`src/rtl/mem_arbiter.sv`:
```
// mem_arbiter: two-requester (CPU / debug) arbiter and registered bus
// controller for a single variable-latency memory port.
// Optional build macro MEM_ARB_TIMEOUT_EN adds an ACC watchdog that forces
// completion with err=1 after TIMEOUT cycles without mem_ack.
//
// state | meaning
// IDLE  | arbitrate between cpu_req / dbg_req, latch the winning request
// ACC   | mem_cs high, mem_* stable, waiting for mem_ack
// DONE  | one-cycle completion pulse to the owner, requests ignored
module mem_arbiter #(
    parameter int ADDR_W  = 32,
    parameter int DATA_W  = 32,
    parameter int TIMEOUT = 15
) (
    input  logic              clk,
    input  logic              rst,
    input  logic              cpu_req,
    input  logic              cpu_we,
    input  logic              cpu_byte,
    input  logic              cpu_lock,
    input  logic [ADDR_W-1:0] cpu_addr,
    input  logic [DATA_W-1:0] cpu_wdata,
    output logic [DATA_W-1:0] cpu_rdata,
    output logic              MEM_R,
    input  logic              dbg_req,
    input  logic              dbg_we,
    input  logic [ADDR_W-1:0] dbg_addr,
    input  logic [DATA_W-1:0] dbg_wdata,
    output logic [DATA_W-1:0] dbg_rdata,
    output logic              dbg_ack,
    output logic              mem_cs,
    output logic              mem_we,
    output logic [3:0]        mem_be,
    output logic [ADDR_W-1:0] mem_addr,
    output logic [DATA_W-1:0] mem_wdata,
    input  logic [DATA_W-1:0] mem_rdata,
    input  logic              mem_ack,
    output logic              err
);

    typedef enum logic [1:0] {
        S_IDLE = 2'd0,
        S_ACC  = 2'd1,
        S_DONE = 2'd2
    } state_t;

    localparam logic OWN_CPU = 1'b0;
    localparam logic OWN_DBG = 1'b1;

    state_t              r_state;
    state_t              w_state_nxt;
    logic                r_owner;
    logic                r_last;
    logic                r_locked;
    logic                r_byte;
    logic [1:0]          r_lane;
    logic                r_mem_cs;
    logic                r_mem_we;
    logic [3:0]          r_mem_be;
    logic [ADDR_W-1:0]   r_mem_addr;
    logic [DATA_W-1:0]   r_mem_wdata;
    logic [DATA_W-1:0]   r_cpu_rdata;
    logic [DATA_W-1:0]   r_dbg_rdata;
    logic                r_cpu_ack;
    logic                r_dbg_ack;
    logic                r_err;

    logic                w_dbg_elig;
    logic                w_grant_cpu;
    logic                w_grant_dbg;
    logic                w_finish;
    logic                w_tout;
    logic                w_tout_hit;
    logic [7:0]          w_lane_byte;
    logic [DATA_W-1:0]   w_rdata;
    logic                w_unused;

    // Debug word accesses never use the byte offset.
    assign w_unused = &{1'b0, dbg_addr[1:0]};

    // While a swap is in progress the debug port is not eligible.
    assign w_dbg_elig = dbg_req && !r_locked;

`ifdef MEM_ARB_TIMEOUT_EN
    localparam int CNT_W = (TIMEOUT > 1) ? $clog2(TIMEOUT + 1) : 1;
    logic [CNT_W-1:0] r_cnt;

    // Watchdog: cleared outside ACC, counts ACC cycles without mem_ack.
    always_ff @(posedge clk or posedge rst) begin
        if (rst) begin
            r_cnt <= '0;
        end else if (r_state != S_ACC) begin
            r_cnt <= '0;
        end else if (!mem_ack) begin
            r_cnt <= r_cnt + CNT_W'(1);
        end
    end

    assign w_tout_hit = (r_cnt == CNT_W'(TIMEOUT - 1));
    assign err        = r_err;
`else
    assign w_tout_hit = 1'b0;
    assign err        = 1'b0;
`endif

    // State register.
    always_ff @(posedge clk or posedge rst) begin
        if (rst) begin
            r_state <= S_IDLE;
        end else begin
            r_state <= w_state_nxt;
        end
    end

    // Next-state, grant and completion decode.
    always_comb begin
        w_state_nxt = r_state;
        w_grant_cpu = 1'b0;
        w_grant_dbg = 1'b0;
        w_finish    = 1'b0;
        w_tout      = 1'b0;
        case (r_state)
            S_IDLE: begin
                // CPU wins unless debug is eligible and CPU was served last.
                w_grant_cpu = cpu_req && (!w_dbg_elig || (r_last == OWN_DBG));
                w_grant_dbg = w_dbg_elig && !w_grant_cpu;
                if (w_grant_cpu || w_grant_dbg) begin
                    w_state_nxt = S_ACC;
                end
            end
            S_ACC: begin
                // A real ack beats a coincident timeout.
                if (mem_ack) begin
                    w_finish    = 1'b1;
                    w_state_nxt = S_DONE;
                end else if (w_tout_hit) begin
                    w_tout      = 1'b1;
                    w_state_nxt = S_DONE;
                end
            end
            S_DONE: begin
                w_state_nxt = S_IDLE;
            end
            default: begin
                w_state_nxt = S_IDLE;
            end
        endcase
    end

    // Read data steering: byte accesses return the addressed lane zero-extended.
    always_comb begin
        w_lane_byte = mem_rdata[7:0];
        case (r_lane)
            2'd0: w_lane_byte = mem_rdata[7:0];
            2'd1: w_lane_byte = mem_rdata[15:8];
            2'd2: w_lane_byte = mem_rdata[23:16];
            2'd3: w_lane_byte = mem_rdata[31:24];
            default: w_lane_byte = mem_rdata[7:0];
        endcase
        w_rdata = r_byte ? {{(DATA_W-8){1'b0}}, w_lane_byte} : mem_rdata;
        if (w_tout) begin
            w_rdata = '0;
        end
    end

    // Request latch, bus outputs, completion pulses and lock tracking.
    always_ff @(posedge clk or posedge rst) begin
        if (rst) begin
            r_owner     <= OWN_CPU;
            r_last      <= OWN_DBG;
            r_locked    <= 1'b0;
            r_byte      <= 1'b0;
            r_lane      <= 2'd0;
            r_mem_cs    <= 1'b0;
            r_mem_we    <= 1'b0;
            r_mem_be    <= 4'b0000;
            r_mem_addr  <= '0;
            r_mem_wdata <= '0;
            r_cpu_rdata <= '0;
            r_dbg_rdata <= '0;
            r_cpu_ack   <= 1'b0;
            r_dbg_ack   <= 1'b0;
            r_err       <= 1'b0;
        end else begin
            r_cpu_ack <= 1'b0;
            r_dbg_ack <= 1'b0;
            r_err     <= 1'b0;

            if (w_grant_cpu) begin
                r_owner     <= OWN_CPU;
                r_last      <= OWN_CPU;
                r_mem_cs    <= 1'b1;
                r_mem_we    <= cpu_we;
                r_mem_addr  <= {cpu_addr[ADDR_W-1:2], 2'b00};
                r_mem_be    <= cpu_byte ? (4'b0001 << cpu_addr[1:0]) : 4'b1111;
                r_mem_wdata <= cpu_byte ? {4{cpu_wdata[7:0]}} : cpu_wdata;
                r_byte      <= cpu_byte;
                r_lane      <= cpu_addr[1:0];
            end else if (w_grant_dbg) begin
                r_owner     <= OWN_DBG;
                r_last      <= OWN_DBG;
                r_mem_cs    <= 1'b1;
                r_mem_we    <= dbg_we;
                r_mem_addr  <= {dbg_addr[ADDR_W-1:2], 2'b00};
                r_mem_be    <= 4'b1111;
                r_mem_wdata <= dbg_wdata;
                r_byte      <= 1'b0;
                r_lane      <= 2'd0;
            end

            if (w_finish || w_tout) begin
                r_mem_cs <= 1'b0;
                r_err    <= w_tout;
                if (r_owner == OWN_CPU) begin
                    r_cpu_ack   <= 1'b1;
                    r_cpu_rdata <= w_rdata;
                end else begin
                    r_dbg_ack   <= 1'b1;
                    r_dbg_rdata <= w_rdata;
                end
            end

            // A timed-out access never leaves the bus locked.
            if (r_state == S_DONE) begin
                r_locked <= (r_owner == OWN_CPU) && !r_err && cpu_lock;
            end
        end
    end

    assign cpu_rdata = r_cpu_rdata;
    assign MEM_R     = r_cpu_ack;
    assign dbg_rdata = r_dbg_rdata;
    assign dbg_ack   = r_dbg_ack;
    assign mem_cs    = r_mem_cs;
    assign mem_we    = r_mem_we;
    assign mem_be    = r_mem_be;
    assign mem_addr  = r_mem_addr;
    assign mem_wdata = r_mem_wdata;

endmodule

```
`config.mk`:
```
export PLATFORM = sky130hd
export DESIGN_NAME = mem_arbiter
export DESIGN_NICKNAME = d
export VERILOG_FILES = /design/src/rtl/mem_arbiter.sv
export SDC_FILE = /design/constraint.sdc
export NUM_CORES = 1
export LEC_CHECK = 0
export ABC_CLOCK_PERIOD_IN_PS = 8200
export CAP_MARGIN = 20
export CORE_MARGIN = 1.5
export CORE_UTILIZATION = 45
export CTS_CLUSTER_SIZE = 25
export DETAILED_ROUTE_END_ITERATION = 10
export MAX_ROUTING_LAYER = met4
export PLACE_DENSITY_LB_ADDON = 0.3
export SLEW_MARGIN = 20
export SYNTH_ARGS = -nofsm -noshare
export SYNTH_HDL_FRONTEND = slang
export SYNTH_SLANG_ARGS = --single-unit
```
`constraint.sdc`:
```
create_clock -name clk -period 8.2 [get_ports clk]
set_input_delay 1.64 -clock clk [delete_from_list [all_inputs] [get_ports clk]]
set_output_delay 1.64 -clock clk [all_outputs]
set_load 0.02 [all_outputs]
```
==> out/metrics.csv, run 1 <==
stage,metric,value,unit
global_route,grt_usage,29.7,%
hold_path,hp-class,reg2reg,
sta,final_max_slew_viol_count,0,
cts,clockBufferDepth,2,
global_route,antenna_found_initial,0,
floorplan,pin_count,306,
sta,tightest_slew,1040,ps
yosys,async_flop_share,100,%
routing,wire_per_inst,20.3,um
final_layout,num-fill-cells,1045,
yosys,synth_area_leader_cell,dfrtp_1,
floorplan,die_area,15500,um2
yosys,synth_cell_types,39,
floorplan,die_h,125,um
final_layout,multi_input_area,2820,um2
yosys,yosys_warnings,0,
power,finalPower,0.00403,W
sta,period_share,43.5,%
global_route,grt_pass1_vias,6577,
cts,postCtsResizedCells,0,
status,status,completed,
cts,holdBufCountCts,0,
final_layout,drive_gt1_share,6.53,%
cts,numCtsBuffers,17,
worst_setup_path,path_max_fanout,44,
run,max_cap_viol_count,0,
global_route,grt_pass1_wl,35100,um
placement,port_buffers,300,
yosys,synth-edff-count,0,
final_layout,fin_nets,1075,
routing,drc_errors,0,
global_route,grt_max_degree,91,
sta,setup_viol,0,
routing,wl,22400,um
sta,hold_violations,0,
worst_setup_path,worstSetupPathType,in2reg,
floorplan,core_area,14500,um2
sta,finalSetupTns,0,ps
routing,ant_nets,0,
placement,gp_congestion,0.891,
global_route,gr-total-overflow,0,
worst_setup_path,arrival,3870,ps
cts,cts_tree,yes,
power,powerDensity,389,nW/um2
routing,dr.pass1.iters,5,
yosys,syn_avg_cell_area,10.4,um2
worst_setup_path,ff2ff_setup_slack,5630,ps
routing,drt_iter0_markers,480,
yosys,syn_area,6650,um2
yosys,ys_seq_area_share,53.5,%
sta,fmaxAchievable,280,MHz
yosys,synth_area_leaders,"dfrtp_1, a2bb2oi_1, o32ai_1, nand2_1, nand2b_1",
yosys,synthCells,640,
routing,vias,6415,
cts,cts.clk_slew.worst_paths,60,ps
routing,vias_per_cell,5.82,
final_layout,instances_no_fill,1103,
power,cellLeakagePower,4.27,nW
cts,postCtsSetupRepairBufs,0,
worst_setup_path,required,8500,ps
sta,relSlewSlack,30.4,%
sta,finClkSkew,8.68,ps
yosys,synth_top_area_share,53.1,%
floorplan,row_count,44,
power,peakVddDrop,0.200,mV
floorplan,initial_core_util,45.9,%
final_layout,area_delta_synth_final,55.7,%
final_layout,diodes,0,
yosys,ys_ff_latch,142,
final_layout,ff_latch_area,3550,um2
sta,rsz0062_at_grt,no,
placement,hpwl,15700,um
placement,dp_cells,1070,
cts,clockRootBuffer,clkbuf_16,
cts,cts_htree_levels,4,
cts,clkLatencyLatePin,420,ps
worst_setup_path,endpoint_kind,flip-flop,
worst_setup_path,start_kind,input port,
floorplan,fp.dieW,125,um
cts,cts.sinks,142,
yosys,synth_flop_cell,dfrtp_1,
sta,min_period,3570,ps
==> critical path, cell delays in order <==
cell and delay, ps:
buf_2 640, or3b_1 800, or3b_4 570, o22a_1 200
==> routing by layer <==
metal  track usage [%]  wire length [um]  share of wire (%)  vias to the layer above
li1                  -                 -                  -                     2884
met1              36.0              8860                 40                     3131
met2              46.7             10900                 49                      337
met3              7.35              1660                7.4                       63
met4              14.0               932                4.2                        0
met5                 -                 0                  0                        -
==> per-stage QoR <==
step | hold WS [ps] | setup slack, ps | cell area (um2) | util (%)
detailed placement | 472 | 4200 | 9710 | 67.0
CTS | 485 | 4640 | 10300 | 71.3
global route | 517 | 4540 | 10400 | 71.5
global placement | 461 | 4270 | 9690 | 66.9
floorplan | 465 | 2750 | 6660 | -
finish | 479 | 4630 | 10400 | 71.5
==> synth_stat cells, types with 2 or more instances <==
master / instances
buf_4: 4
nor3_1: 24
a2bb2oi_1: 39
o21ai_0: 52
a22o_1: 2
o22a_1: 4
clkbuf_1: 39
and2_1: 3
a21oi_1: 3
nor2_1: 19
buf_1: 9
o32ai_1: 39
buf_2: 13
nand2b_1: 48
dfrtp_1: 141
nand3_1: 9
mux2_2: 8
inv_1: 5
nand2_1: 88
clkinv_1: 2
a221o_1: 24
a41oi_1: 16
a21o_1: 8
mux2i_1: 24
nor2b_1: 3
==> logic make-up (layout without fill, tap and decap cells) <==
kind of cell           count (synthesis)  after routing  share of synthesized area (%)
flip-flops                           142            142                           53.5
buffers and inverters                 72            349                           4.53
AO/OA/AOI/OAI                        191            191                           22.4
AND/OR/NAND/NOR                      202            202                           14.6
other                                  1              3                         0.0564
multiplexers                          32             32                           4.97
==> final timing paths <==
kind / start / end / cells past startpoint
max: cpu_req / mem_be[2] / 4
max in group asynchronous: rst / mem_wdata[22] / 3
min in group asynchronous: rst / cpu_rdata[8] / 2
min reg2reg: cpu_rdata[22] / cpu_rdata[22] / 2
max reg2reg: r_state[0] / r_byte / 3
min: cpu_rdata[22] / cpu_rdata[22] / 2
==> cells in the final DEF, fill, tap and decap left out, types with 17 or more instances in the layout <==
| cell type | count |
|---|---|
| clkdlybuf4s50_1 | 299 |
| dfrtp_1 | 141 |
| nand2_1 | 88 |
| o21ai_0 | 52 |
| nand2b_1 | 48 |
| o32ai_1 | 39 |
| a2bb2oi_1 | 39 |
| mux2i_1 | 24 |
| nor3_1 | 24 |
| a221o_1 | 24 |
| nor2_1 | 19 |
| clkbuf_16 | 17 |
==> where the power goes <==
group / internal (W) / total (W) / switching, W
logic: 0.000943 / 0.00197 / 0.00103
clock network: 0.000510 / 0.000804 / 0.000294
registers: 0.00102 / 0.00126 / 0.000231
total: 0.00248 / 0.00403 / 0.00155
==> cell type report <==
| type | count | share of cell area (%) |
|---|---|---|
| clock buffers | 22 | 4.68 |
| clock inverters | 10 | 1.31 |
| inverters | 7 | 0.302 |
| multi-input cells | 428 | 27.2 |
| flip-flops and latches | 142 | 34.3 |
| well taps | 184 | 2.22 |
| repair buffers | 310 | 29.9 |
==> flip-flops by register name, summed over array words and instances, names as in the netlist <==
signal / cells
mem_addr: 30
dbg_ack: 1
r_lane: 2
mem_wdata: 32
mem_we: 1
mem_cs: 1
r_state: 2
dbg_rdata: 32
r_owner: 1
cpu_rdata: 32
r_locked: 1
MEM_R: 1
r_byte: 1
r_last: 1
mem_be: 4
Note: power is estimated with default switching activity, not from simulation.
==> inputs of run 2 (changes only) <==
--- a/config.mk
+++ b/config.mk
@@ -5,10 +5,10 @@
 export SDC_FILE = /design/constraint.sdc
 export NUM_CORES = 1
 export LEC_CHECK = 0
-export ABC_CLOCK_PERIOD_IN_PS = 8200
+export ABC_CLOCK_PERIOD_IN_PS = 3300
 export CAP_MARGIN = 20
 export CORE_MARGIN = 1.5
-export CORE_UTILIZATION = 45
+export CORE_UTILIZATION = 42
 export CTS_CLUSTER_SIZE = 25
 export DETAILED_ROUTE_END_ITERATION = 10
 export MAX_ROUTING_LAYER = met4
==> constraint.sdc (replaced) <==
create_clock -name clk -period 3.3 [get_ports clk]
set_input_delay 0.66 -clock clk [delete_from_list [all_inputs] [get_ports clk]]
set_output_delay 0.66 -clock clk [all_outputs]
set_load 0.02 [all_outputs]
==> out/metrics.csv, run 2 (same netlist as run 1, synthesis figures left out) <==
stage,metric,value,unit
final_layout,ff_latch_area,3550,um2
global_route,grt_max_degree,143,
cts,clockRootBuffer,clkbuf_16,
global_route,grt_usage,26.8,%
worst_setup_path,r2r.worst_path.cells,4,
routing,drc_errors,0,
routing,drt_iter0_markers,394,
routing,wire_per_inst,18.9,um
power,powerDensity,962,nW/um2
worst_setup_path,ff2ff_setup_slack,1370,ps
sta,min_period,2100,ps
sta,finalSetupTns,0,ps
cts,numCtsBuffers,17,
hold_path,min_from,cpu_rdata[19],
final_layout,num-fill-cells,1210,
worst_setup_path,cp_slowest_stage_delay,640,ps
power,peakVddDrop,0.457,mV
worst_setup_path,path_cells,clkdlybuf4s50_1,
hold_path,holdPathStages,2,
sta,tightest_slew,787,ps
power,cellLeakagePower,4.30,nW
worst_setup_path,start_kind,flip-flop,
placement,port_buffers,300,
floorplan,initial_core_util,43.4,%
cts,cts_htree_levels,4,
cts,holdBufCountCts,0,
sta,hold_violations,0,
worst_setup_path,critPathTopFamily,buffers and inverters,
final_layout,multi_input_area,2820,um2
worst_setup_path,worstSetupPathType,reg2out,
sta,rsz0062_at_grt,no,
final_layout,final_common_cell,clkdlybuf4s50_1,
placement,gp_congestion,0.865,
floorplan,fp.dieW,129,um
worst_setup_path,worstReg2RegStart,r_last,
cts,cts_tree,yes,
sta,fmaxAchievable,477,MHz
power,switching_share,37.7,%
cts,postCtsSetupRepairBufs,0,
power,p_switching,0.00379,W
routing,vias_per_cell,5.44,
hold_path,whs_endpoint,cpu_rdata[19],
floorplan,die_area,16600,um2
routing,ant_nets,0,
global_route,gr-total-overflow,0,
power,finalPower,0.0101,W
global_route,grt_pass1_wl,32900,um
global_route,antenna_found_initial,0,
floorplan,row_count,45,
global_route,grt_pass1_vias,6174,
worst_setup_path,required,2640,ps
worst_setup_path,endpoint_kind,output port,
power,pwr-share-clk,21.0,%
cts,postCtsResizedCells,0,
floorplan,pin_count,306,
placement,hpwl,15000,um
worst_setup_path,worstPathBufferInverterCount,1,
final_layout,diodes,0,
floorplan,die_h,129,um
power,power_frac_comb,48.3,%
sta,relSlewSlack,47.5,%
worst_setup_path,r2r_end,mem_addr[24],
sta,finClkSkew,9.99,ps
cts,cts.clk_slew.worst_paths,60,ps
final_layout,drive_gt1_share,6.93,%
status,status,completed,
routing,vias,6177,
sta,setup_viol,0,
hold_path,hp-class,reg2reg,
routing,wl,21500,um
cts,clkLatencyLatePin,410,ps
cts,cts.sinks,142,
power,p_int,0.00627,W
worst_setup_path,arrival,1440,ps
final_layout,area_delta_synth_final,57.3,%
routing,dr.pass1.iters,5,
worst_setup_path,path_max_fanout,2,
run,max_cap_viol_count,0,
sta,period_share,63.5,%
floorplan,core_area,15300,um2
sta,final_max_slew_viol_count,0,
final_layout,final_cell_mix,"clkdlybuf4s50_1, dfrtp_1, nand2_1, o21ai_0, nand2b_1",
power,pwr-share-seq,30.7,%
final_layout,fin_nets,1080,
cts,clockBufferDepth,2,
worst_setup_path,cp_slowest_cell,clkdlybuf4s50_1,
run 2: cell count changes in the layout (fill, tap and decap cells not counted), sizes merged:
cell and change:
inv -1, buf +5, bufinv +2, clkinvlp +1, clkinv -2
run 2: metrics by stage:
| stage | area, um2 | hold WS (ps) | utilization (%) | cells | setup slack [ps] |
|---|---|---|---|---|---|
| global placement | 9800 | 460 | 64.0 | 1102 | 854 |
| finish | 10500 | 477 | 68.3 | 1135 | 1200 |
| floorplan | 6660 | 465 | - | 642 | 864 |
| global route | 10500 | 498 | 68.3 | 1135 | 1120 |
| CTS | 10400 | 482 | 68.2 | 1134 | 1180 |
| detailed placement | 9800 | 470 | 64.0 | 1102 | 756 |
run 2: cell type report:
class	count	share of cell area, %
inverters	7	0.287
repair buffers	315	30.0
clock buffers	22	4.44
multi-input cells	428	27.0
clock inverters	10	1.77
well taps	211	2.52
flip-flops and latches	142	34.0
run 2: power by group through the flow:
stage | logic, W | registers (W) | clock network [W]
after floorplan | 0.00183 | 0.00387 | 0
after global placement | 0.00481 | 0.00309 | 0
after detailed placement | 0.00489 | 0.00308 | 0
after CTS | 0.00489 | 0.00309 | 0.00214
after global routing | 0.00518 | 0.00320 | 0.00222
final | 0.00486 | 0.00309 | 0.00211
run 2: worst max path at each step:
| stage | cells past startpoint | to | startpoint | slack (ps) |
|---|---|---|---|---|
| 2_1_floorplan | 1 | MEM_R | rst | 860 |
| 4_1_cts | 1 | mem_wdata[30] | mem_wdata[30] | 1180 |
| 3_3_place_gp | 5 | mem_wdata[0] | dbg_req | 850 |
| 5_1_grt | 5 | mem_addr[21] | dbg_req | 1120 |
| 3_5_place_dp | 5 | mem_addr[27] | dbg_req | 760 |
| 6_report | 1 | mem_wdata[31] | mem_wdata[31] | 1200 |
run 2: layer usage:
metal	up-vias	part of all wire (%)	global-route usage (%)
met3	41	7.1	7.19
met2	262	48	42.7
met4	0	3.0	11.5
met5	-	0	-
li1	2900	-	-
met1	2974	42	32.3
==> inputs of run 3 (changes only) <==
--- a/config.mk
+++ b/config.mk
@@ -5,7 +5,7 @@
 export SDC_FILE = /design/constraint.sdc
 export NUM_CORES = 1
 export LEC_CHECK = 0
-export ABC_CLOCK_PERIOD_IN_PS = 3300
+export ABC_CLOCK_PERIOD_IN_PS = 2100
 export CAP_MARGIN = 20
 export CORE_MARGIN = 1.5
 export CORE_UTILIZATION = 42
==> constraint.sdc (replaced) <==
create_clock -name clk -period 2.1 [get_ports clk]
set_input_delay 0.42 -clock clk [delete_from_list [all_inputs] [get_ports clk]]
set_output_delay 0.42 -clock clk [all_outputs]
set_load 0.02 [all_outputs]
==> out/metrics.csv, run 3 (same netlist as run 1, synthesis figures left out) <==
stage,metric,value,unit
worst_setup_path,cp_slowest_cell,clkdlybuf4s50_1,
placement,place_ws,39.2,ps
global_route,grt_max_degree,49,
final_layout,final_common_cell,clkdlybuf4s50_1,
hold_path,hp-class,in2async,
floorplan,fp.dieW,129,um
sta,period_share,88.6,%
floorplan,die_h,129,um
sta,setup_viol,0,
sta,rsz0062_at_grt,no,
cts,cts.sinks,142,
worst_setup_path,path_cells,clkdlybuf4s50_1,
routing,drc_errors,0,
worst_setup_path,r2r_end,dbg_rdata[6],
global_route,grt_pass1_vias,6357,
final_layout,final_cell_mix,"clkdlybuf4s50_1, dfrtp_1, nand2_1, o21ai_0, nand2b_1",
cts,clockBufferDepth,2,
floorplan,row_count,45,
routing,wire_per_inst,19.0,um
floorplan,initial_core_util,43.4,%
cts,cts.clk_slew.worst_paths,60,ps
cts,postCtsResizedCells,0,
final_layout,fin_util,69.9,%
placement,gp_congestion,0.887,
routing,drt_iter0_markers,318,
sta,final_max_slew_viol_count,0,
worst_setup_path,worstReg2RegStart,r_state[0],
final_layout,fin_nets,1100,
sta,hold_violations,0,
floorplan,die_area,16600,um2
final_layout,diodes,0,
sta,fmaxAchievable,537,MHz
worst_setup_path,arrival,1440,ps
worst_setup_path,path_max_fanout,2,
placement,hpwl,16100,um
global_route,grt_pass1_wl,33900,um
power,peakVddDrop,0.782,mV
routing,vias,6378,
sta,setup_slack,238,ps
cts,holdBufCountCts,0,
cts,numCtsBuffers,17,
worst_setup_path,cp_slowest_stage_delay,650,ps
worst_setup_path,worstSetupPathType,reg2out,
cts,clkLatencyLatePin,410,ps
global_route,grt_usage,27.6,%
placement,port_buffers,300,
routing,vias_per_cell,5.53,
floorplan,core_area,15300,um2
worst_setup_path,endpoint_kind,output port,
final_layout,area_delta_synth_final,60.9,%
cts,clockRootBuffer,clkbuf_16,
routing,wl,21900,um
worst_setup_path,start_kind,flip-flop,
worst_setup_path,worstPathBufferInverterCount,1,
global_route,gr-total-overflow,0,
sta,min_period,1860,ps
cts,cts_tree,yes,
power,finalPower,0.0160,W
power,powerDensity,1490,nW/um2
worst_setup_path,required,1680,ps
worst_setup_path,ff2ff_setup_slack,460,ps
routing,dr.pass1.iters,5,
worst_setup_path,r2r.worst_path.cells,5,
worst_setup_path,critPathTopFamily,buffers and inverters,
global_route,antenna_found_initial,0,
final_layout,drive_gt1_share,8.91,%
floorplan,pin_count,306,
cts,postCtsSetupRepairBufs,0,
cts,cts_htree_levels,4,
sta,finClkSkew,9.32,ps
run,max_cap_viol_count,0,
status,status,completed,
sta,hold_slack,343,ps
sta,finalSetupTns,0,ps
power,cellLeakagePower,4.43,nW
routing,ant_nets,0,
==> run 3: cell types whose count changed in the layout (fill, tap and decap cells not counted), sizes merged <==
cell / previous run / this run
clkbuf: 22 / 21
buf: 16 / 36
clkinvlp: 2 / 3
bufinv: 5 / 4
==> run 3: per-layer routing <==
metal,wire [um],track usage [%],part of all wire [%],vias to the layer above
li1,-,-,-,2944
met1,8990,33.1,41,3071
met5,0,-,0,-
met3,1580,6.74,7.2,53
met4,702,12.2,3.2,0
met2,10600,44.2,49,310
==> run 3: power by group <==
part | internal (W) | switching (W)
combinational | 0.00388 | 0.00410
sequential | 0.00400 | 0.000801
clock | 0.00204 | 0.00113
total | 0.00993 | 0.00603
==> run 3: area by class of cell <==
| class | count | area [um2] |
|---|---|---|
| fillers | 1167 | 4610 |
| flip-flops and latches | 142 | 3550 |
| repair buffers | 335 | 3410 |
| multi-input cells | 428 | 2820 |
| clock buffers | 21 | 460 |
| well taps | 211 | 264 |
| clock inverters | 10 | 163 |
| inverters | 7 | 30.0 |
==> run 3: how the worst max path moves through the flow <==
stage                   from            end  slack [ps]  cells past startpoint
2_1_floorplan            rst          MEM_R        -100                      1
3_3_place_gp         dbg_req   mem_wdata[4]          80                      5
3_5_place_dp         dbg_req  mem_wdata[17]          40                      5
4_1_cts        mem_wdata[30]  mem_wdata[30]         220                      1
5_1_grt        mem_wdata[30]  mem_wdata[30]         210                      1
6_report       mem_wdata[30]  mem_wdata[30]         240                      1
==> run 3: stage by stage <==
step	std cells	area [um2]
floorplan	642	6660
global placement	1123	10100
detailed placement	1123	10100
CTS	1154	10700
global route	1154	10700
finish	1154	10700
